<file path="config.mk">
export PLATFORM = sky130hd
export DESIGN_NAME = kbd_rx_ctrl
export DESIGN_NICKNAME = d
export VERILOG_FILES = /design/src/rtl/kbd_rx_ctrl_pkg.sv /design/src/rtl/kbd_rx_ctrl_fifo.sv /design/src/rtl/kbd_rx_ctrl.sv
export SDC_FILE = /design/constraint.sdc
export NUM_CORES = 1
export LEC_CHECK = 0
export ABC_AREA = 0
export BUFFER_PORTS_ARGS = -buffer_cell sky130_fd_sc_hd__buf_2
export CORE_AREA = 2 2 98 100
export CTS_CLUSTER_DIAMETER = 120
export CTS_CLUSTER_SIZE = 20
export DETAILED_ROUTE_END_ITERATION = 10
export DIE_AREA = 0 0 100 102
export GPL_ROUTABILITY_DRIVEN = 0
export GPL_TIMING_DRIVEN = 0
export SLEW_MARGIN = 20
export SYNTH_ARGS = -nofsm -noshare
export SYNTH_HDL_FRONTEND = slang
export SYNTH_SLANG_ARGS = --single-unit
</file>
<file path="constraint.sdc">
create_clock -name clk -period 2.78 [get_ports clk]
set_input_delay 0.417 -clock clk [delete_from_list [all_inputs] [get_ports clk]]
set_output_delay 0.417 -clock clk [all_outputs]
set_load 0.02 [all_outputs]
</file>
<file path="src/rtl/kbd_rx_ctrl_pkg.sv">
// kbd_rx_ctrl_pkg: shared FSM encoding, status-register bit positions and count saturation helper
package kbd_rx_ctrl_pkg;
  typedef enum logic [1:0] {
    KS_IDLE    = 2'd0,
    KS_CAPTURE = 2'd1,
    KS_RELEASE = 2'd2
  } kbd_state_t;
  localparam int KBD_STAT_EMPTY   = 0;
  localparam int KBD_STAT_FULL    = 1;
  localparam int KBD_STAT_CNT_LSB = 2;
  localparam int KBD_STAT_OVF     = 6;
  localparam int KBD_STAT_IRQEN   = 15;
  function automatic logic [3:0] sat_cnt(input logic [7:0] c);
    return c > 8'd15 ? 4'd15 : c[3:0];
  endfunction
endpackage

</file>
<file path="src/rtl/kbd_rx_ctrl_fifo.sv">
// kbd_sync_fifo: 8-bit synchronous FIFO with wrap-bit pointers; a pop frees room for a same-cycle push
module kbd_sync_fifo #(
  parameter int DEPTH = 8,
  parameter int AW    = $clog2(DEPTH)
) (
  input  logic          clk,
  input  logic          rst,
  input  logic          push,
  input  logic          pop,
  input  logic [7:0]    din,
  output logic [7:0]    head,
  output logic          full,
  output logic          empty,
  output logic [AW:0]   count
);
  logic [7:0]  mem [DEPTH];
  logic [AW:0] wr_ptr, rd_ptr;
  logic        do_pop, do_push;
  assign empty   = wr_ptr == rd_ptr;
  assign full    = wr_ptr[AW-1:0] == rd_ptr[AW-1:0] && wr_ptr[AW] != rd_ptr[AW];
  assign count   = wr_ptr - rd_ptr;
  assign head    = mem[rd_ptr[AW-1:0]];
  assign do_pop  = pop & ~empty;
  assign do_push = push & (~full | do_pop);
  always_ff @(posedge clk)
    if (!rst) begin
      wr_ptr <= '0;
      rd_ptr <= '0;
    end else begin
      if (do_push) wr_ptr <= wr_ptr + (AW+1)'(1);
      if (do_pop) rd_ptr <= rd_ptr + (AW+1)'(1);
    end
  always_ff @(posedge clk)
    if (do_push) mem[wr_ptr[AW-1:0]] <= din;
endmodule

</file>
<file path="src/rtl/kbd_rx_ctrl.sv">
// kbd_rx_ctrl: PS/2 adapter handshake FSM, key-code FIFO and CPU data/status registers with irq
module kbd_rx_ctrl
  import kbd_rx_ctrl_pkg::*;
#(
  parameter int DEPTH      = 8,
  parameter int AW         = $clog2(DEPTH),
  parameter bit IRQ_EN_RST = 1'b1
) (
  input  logic        clk,
  input  logic        rst,
  input  logic        key_ready,
  input  logic [7:0]  key_ascii,
  output logic        key_receive,
  input  logic        bus_rd,
  input  logic        bus_wr,
  input  logic        bus_sel,
  input  logic [15:0] bus_wdata,
  output logic [15:0] bus_rdata,
  output logic        irq
);
  kbd_state_t  state;
  logic [7:0]  code, head;
  logic        full, empty, ovf, irq_en, push, pop;
  logic [AW:0] count;
  logic [15:0] stat;
  logic [14:0] wdata_unused;
  assign wdata_unused = bus_wdata[15:1];
  assign push = state == KS_CAPTURE && code != 8'h00;
  assign pop  = bus_rd & ~bus_sel;
  always_comb begin
    stat = '0;
    stat[KBD_STAT_EMPTY] = empty;
    stat[KBD_STAT_FULL] = full;
    stat[KBD_STAT_CNT_LSB +: 4] = sat_cnt(8'(count));
    stat[KBD_STAT_OVF] = ovf;
    stat[KBD_STAT_IRQEN] = irq_en;
  end
  kbd_sync_fifo #(.DEPTH(DEPTH), .AW(AW)) u_fifo (
    .clk(clk), .rst(rst), .push(push), .pop(pop), .din(code),
    .head(head), .full(full), .empty(empty), .count(count)
  );
  // key_receive is registered from the next state so the adapter sees it low from CAPTURE onward
  always_ff @(posedge clk)
    if (!rst) begin
      state <= KS_IDLE;
      code <= 8'h00;
      key_receive <= 1'b0;
    end else
      case (state)
        KS_IDLE:
          if (key_ready) begin
            code <= key_ascii;
            state <= KS_CAPTURE;
            key_receive <= 1'b0;
          end else key_receive <= 1'b1;
        KS_CAPTURE: begin
          state <= KS_RELEASE;
          key_receive <= 1'b0;
        end
        KS_RELEASE:
          if (!key_ready) begin
            state <= KS_IDLE;
            key_receive <= 1'b1;
          end
        default: begin
          state <= KS_IDLE;
          key_receive <= 1'b0;
        end
      endcase
  always_ff @(posedge clk)
    if (!rst) begin
      ovf <= 1'b0;
      irq_en <= IRQ_EN_RST;
      bus_rdata <= '0;
      irq <= 1'b0;
    end else begin
      if (bus_rd) bus_rdata <= bus_sel ? stat : (empty ? 16'h0000 : {8'h00, head});
      ovf <= (push & full & ~pop) | (ovf & ~(bus_rd & bus_sel));
      if (bus_wr & bus_sel & ~bus_rd) irq_en <= bus_wdata[0];
      irq <= irq_en & ~empty;
    end
endmodule

</file>
==> metrics.log <==
INFO  metric yosys.cell_count.top_type = edfxtp_1
INFO  metric max_cap_violations = 0
INFO  metric post_synthesis_sequential_area_ratio = 65.43%
INFO  metric tritoncts = built
INFO  metric critical_path_peak_fanout = 10
INFO  metric bufs_and_invs_on_worst_path = 0
INFO  metric die_height = 102 µm
INFO  metric required = ~2.8 ns
INFO  metric min_period_over_period = 94.14%
INFO  metric synth_top_cells_by_count = edfxtp_1, dfxtp_1, nor2_1
INFO  metric met2_length = 3688 µm
INFO  metric drcViolationCount = 0
INFO  metric worstSkewPairLatency = 0.37 ns
INFO  metric floorplan.rows = 35
INFO  metric synth_top_cells_by_area = edfxtp_1, dfxtp_1, mux4_2
INFO  metric timing_max_transition_violations_final = 0
INFO  metric wl_cell = 18.17 µm
INFO  metric post-synth-top-area-fraction = 48.32%
INFO  metric grt_setup_unrepaired = yes
INFO  metric wirelength = 7993 µm
INFO  metric worstMarginPinSlew = 0.9534 ns
INFO  metric post_cts_resized = 0
INFO  metric critical_path.cell_chain = nor4_1 > a21oi_1 > nand3_1 > nor2_1
INFO  metric ys_ff_latch = just under 100
INFO  metric synth_compound_area_share = 6.291%
INFO  metric hold_fix_buffers_cts = 0
INFO  metric static-leakage-power = roughly 1.6 nW
INFO  metric vdd_ir_drop_max = 0.3948 mV
INFO  metric clk_root_buffer_cell = clkbuf_8
INFO  metric grt.total_usage = 17.21%
INFO  metric cells_after_synthesis = 279
INFO  metric cp_top_family = simple AND/OR/NAND/NOR gates
INFO  metric totalPowerFinal = 0.002680 W
INFO  metric asyncSetResetFlopFracSynth = 0%
INFO  metric cp-startpoint = code[7]
INFO  metric post_synth_fa_ha_maj_area_fraction = 2.076%
INFO  metric setup_viol_count_final = 0
INFO  metric first_global_vias = between 2k and 2.5k
INFO  metric critical_path_class = register to register
INFO  metric synthSimpleGateAreaFrac = 8.682%
INFO  metric grt_start_max_net_pins = 20
INFO  metric critPathLaunchType = register
INFO  metric netlist.top_cell.by_area = edfxtp_1
INFO  metric critical-path-max-stage-delay = approximately 0.8 ns
INFO  metric clock-skew-final = 0.008314 ns
INFO  metric worst_r2r_path_cells = 4
INFO  metric synth.cell_area = 3978 µm²
INFO  metric cts_max_path_buffers = 2
INFO  metric timing.critical_path.depth = 4
INFO  metric core_area = 9109 µm²
INFO  metric placement.io_buffers = 24
INFO  metric antenna_found_initial = 0
INFO  metric mux_contribution_to_synthesized_area = 13.02%
INFO  metric met3_wirelength = 312 µm
INFO  metric critical_path_arrival = 2.62 ns
INFO  metric reg2reg_from = code[7]
INFO  metric hold_viol_final = 0
INFO  metric clock_sinks = 98
INFO  metric post-route-cell-area = approximately 4500 µm²
INFO  metric count_of_flip_flops_with_a_built_in_enable_after_synthesis = 64
INFO  metric outcome = finished clean
INFO  metric regToRegEndpoint = u_fifo.mem[2][4]
INFO  metric final.min_clock_period = 2.617 ns
INFO  metric ant_nets = 0
INFO  metric ff2ff_setup_slack = 0.16 ns
INFO  metric nets = 360
INFO  metric clock_tree.htree_level_count = 3
INFO  metric cp-endpoint = u_fifo.mem[2][4]
INFO  metric placement.cell_area = between 4000 and 5000 µm²
INFO  metric layout-area-overhead-vs-synth = 12.99%
INFO  metric via_count = 2347
INFO  metric grt-ovfl-total = 0
INFO  metric met1_length = 3879 µm
INFO  metric yosys.area_share.xor_xnor = 1.070%
INFO  metric post_route_cells_drive_above_1_share = 24.62%
INFO  metric yosys_warnings = 0
INFO  metric top_signal_layer_used = met4
INFO  metric floorplan.initialDensity = 43.67%
INFO  metric first_pass_grt_wire_length = 12900 µm
INFO  metric detail_route.first_pass.iterations = 4
INFO  metric clk_pin_slew = 0.10 ns
INFO  metric postCtsSetupBuffers = 0
INFO  metric first_iter_violations = 113
INFO  metric tritoncts.num_buffers = 9
INFO  metric combinational_family_with_the_most_area_after_synthesis = multiplexers
INFO  metric inserted_diodes = 0
INFO  metric hold_ws = about 0.25 ns
INFO  metric yosysUniqueCellTypes = 45
INFO  metric die-width = 100 µm
INFO  metric dp_hpwl = 5625 µm
INFO  metric synth_flop_cell = edfxtp_1
INFO  metric critical-path-slowest-cell = nor2_1
INFO  metric die_area = 10200 µm²
INFO  metric vias_per_cell = approximately 5.3
INFO  metric io_pins = 48
INFO  metric hold_class = input port to register
INFO  metric average_instance_area_after_synthesis = 14.26 µm²
INFO  metric worst_setup_path_end_kind = register
INFO  metric timing.slew.headroom = 36.21%
INFO  metric fmax = 0.3821 GHz
INFO  metric power_per_cell_area = just under 600 nW/µm²
[power breakdown]
part | internal, W | switching [W] | leakage (nW) | total (W)
Sequential | 0.00158 | 0.0000314 | 0.867 | 0.00161
Combinational | 0.0000741 | 0.000110 | 0.634 | 0.000185
Clock | 0.000349 | 0.000534 | 0.0993 | 0.000883
[worst min-delay path by stage]
stage | startpoint | end | slack (ns) | cells after the start
after floorplan | irq_en | irq | 0.42 | 2
after global placement | bus_rdata[15] | bus_rdata[15] | 0.44 | 2
after detailed placement | bus_rdata[15] | bus_rdata[15] | 0.44 | 2
after CTS | key_ready | key_receive | 0.25 | 2
after global routing | key_ready | key_receive | 0.26 | 2
final | key_ready | key_receive | 0.25 | 2
[logic make-up (layout without fill, tap and decap cells)]
logic type      after synthesis  count (layout)
compound gates               41              41
fa+ha+maj                     6               6
flops                        98              98
other cells                   1               7
mux                          34              34
xor+xnor                      4               4
buf+inv                      26              70
simple gates                 69              69
[cells in the final DEF, fill, tap and decap left out, types with 2 or more instances in the layout]
master and count:
nand3_1 10, and3_1 2, inv_6 3, edfxtp_1 64, nor3_1 4, a31oi_1 3, clkbuf_8 9, dfxtp_1 34
o22ai_1 5, mux2i_1 18, nor4_1 2, and2_1 2, nor2_1 18, nand3b_1 2, inv_1 6, a22oi_1 2
clkinv_1 2, conb_1 7, nand2_1 12, o21ai_0 6, mux2_2 2, ha_1 5, nand2b_1 5, a211oi_1 2
buf_4 9, nor3_2 2, clkbuf_1 4, a21oi_1 16, nor3b_1 2, xor2_1 2, buf_2 32, mux4_2 14
or3_1 2
[registers in the layout (all words and copies together) (netlist names), named ones only]
register and count:
bus_rdata 9, code 8, irq 1, irq_en 1
key_receive 1, ovf 1, state 2, u_fifo.mem 64
u_fifo.rd_ptr 4, u_fifo.wr_ptr 4
[metal layers]
layer	vias to the layer above	GRT usage (%)
met5	-	0
met4	0	6.006
met3	12	3.557
met2	56	26.72
met1	1144	24.41
li1	1135	-
[final cells by class]
type	count	area, µm²
Tap cell	111	138.9
Multi-Input combinational cell	161	1284
Clock inverter	7	67.56
Timing Repair Buffer	28	145.1
Fill cell	807	4614
Buffer	18	102.6
Inverter	8	30.03
Clock buffer	9	123.9
Sequential cell	98	2603
[per-stage QoR]
step	instances	setup slack [ns]	utilization [%]	setup TNS, ns
after floorplan	285	0.4485	-	0
after global placement	420	-0.9175	46.76	-9.989
after detailed placement	424	0.1481	47.21	0
after CTS	440	0.1083	49.31	0
after global routing	440	-0.09140	49.34	-1.247
final	440	0.1628	49.34	0
No activity file was read; power rests on OpenSTA's default activity.
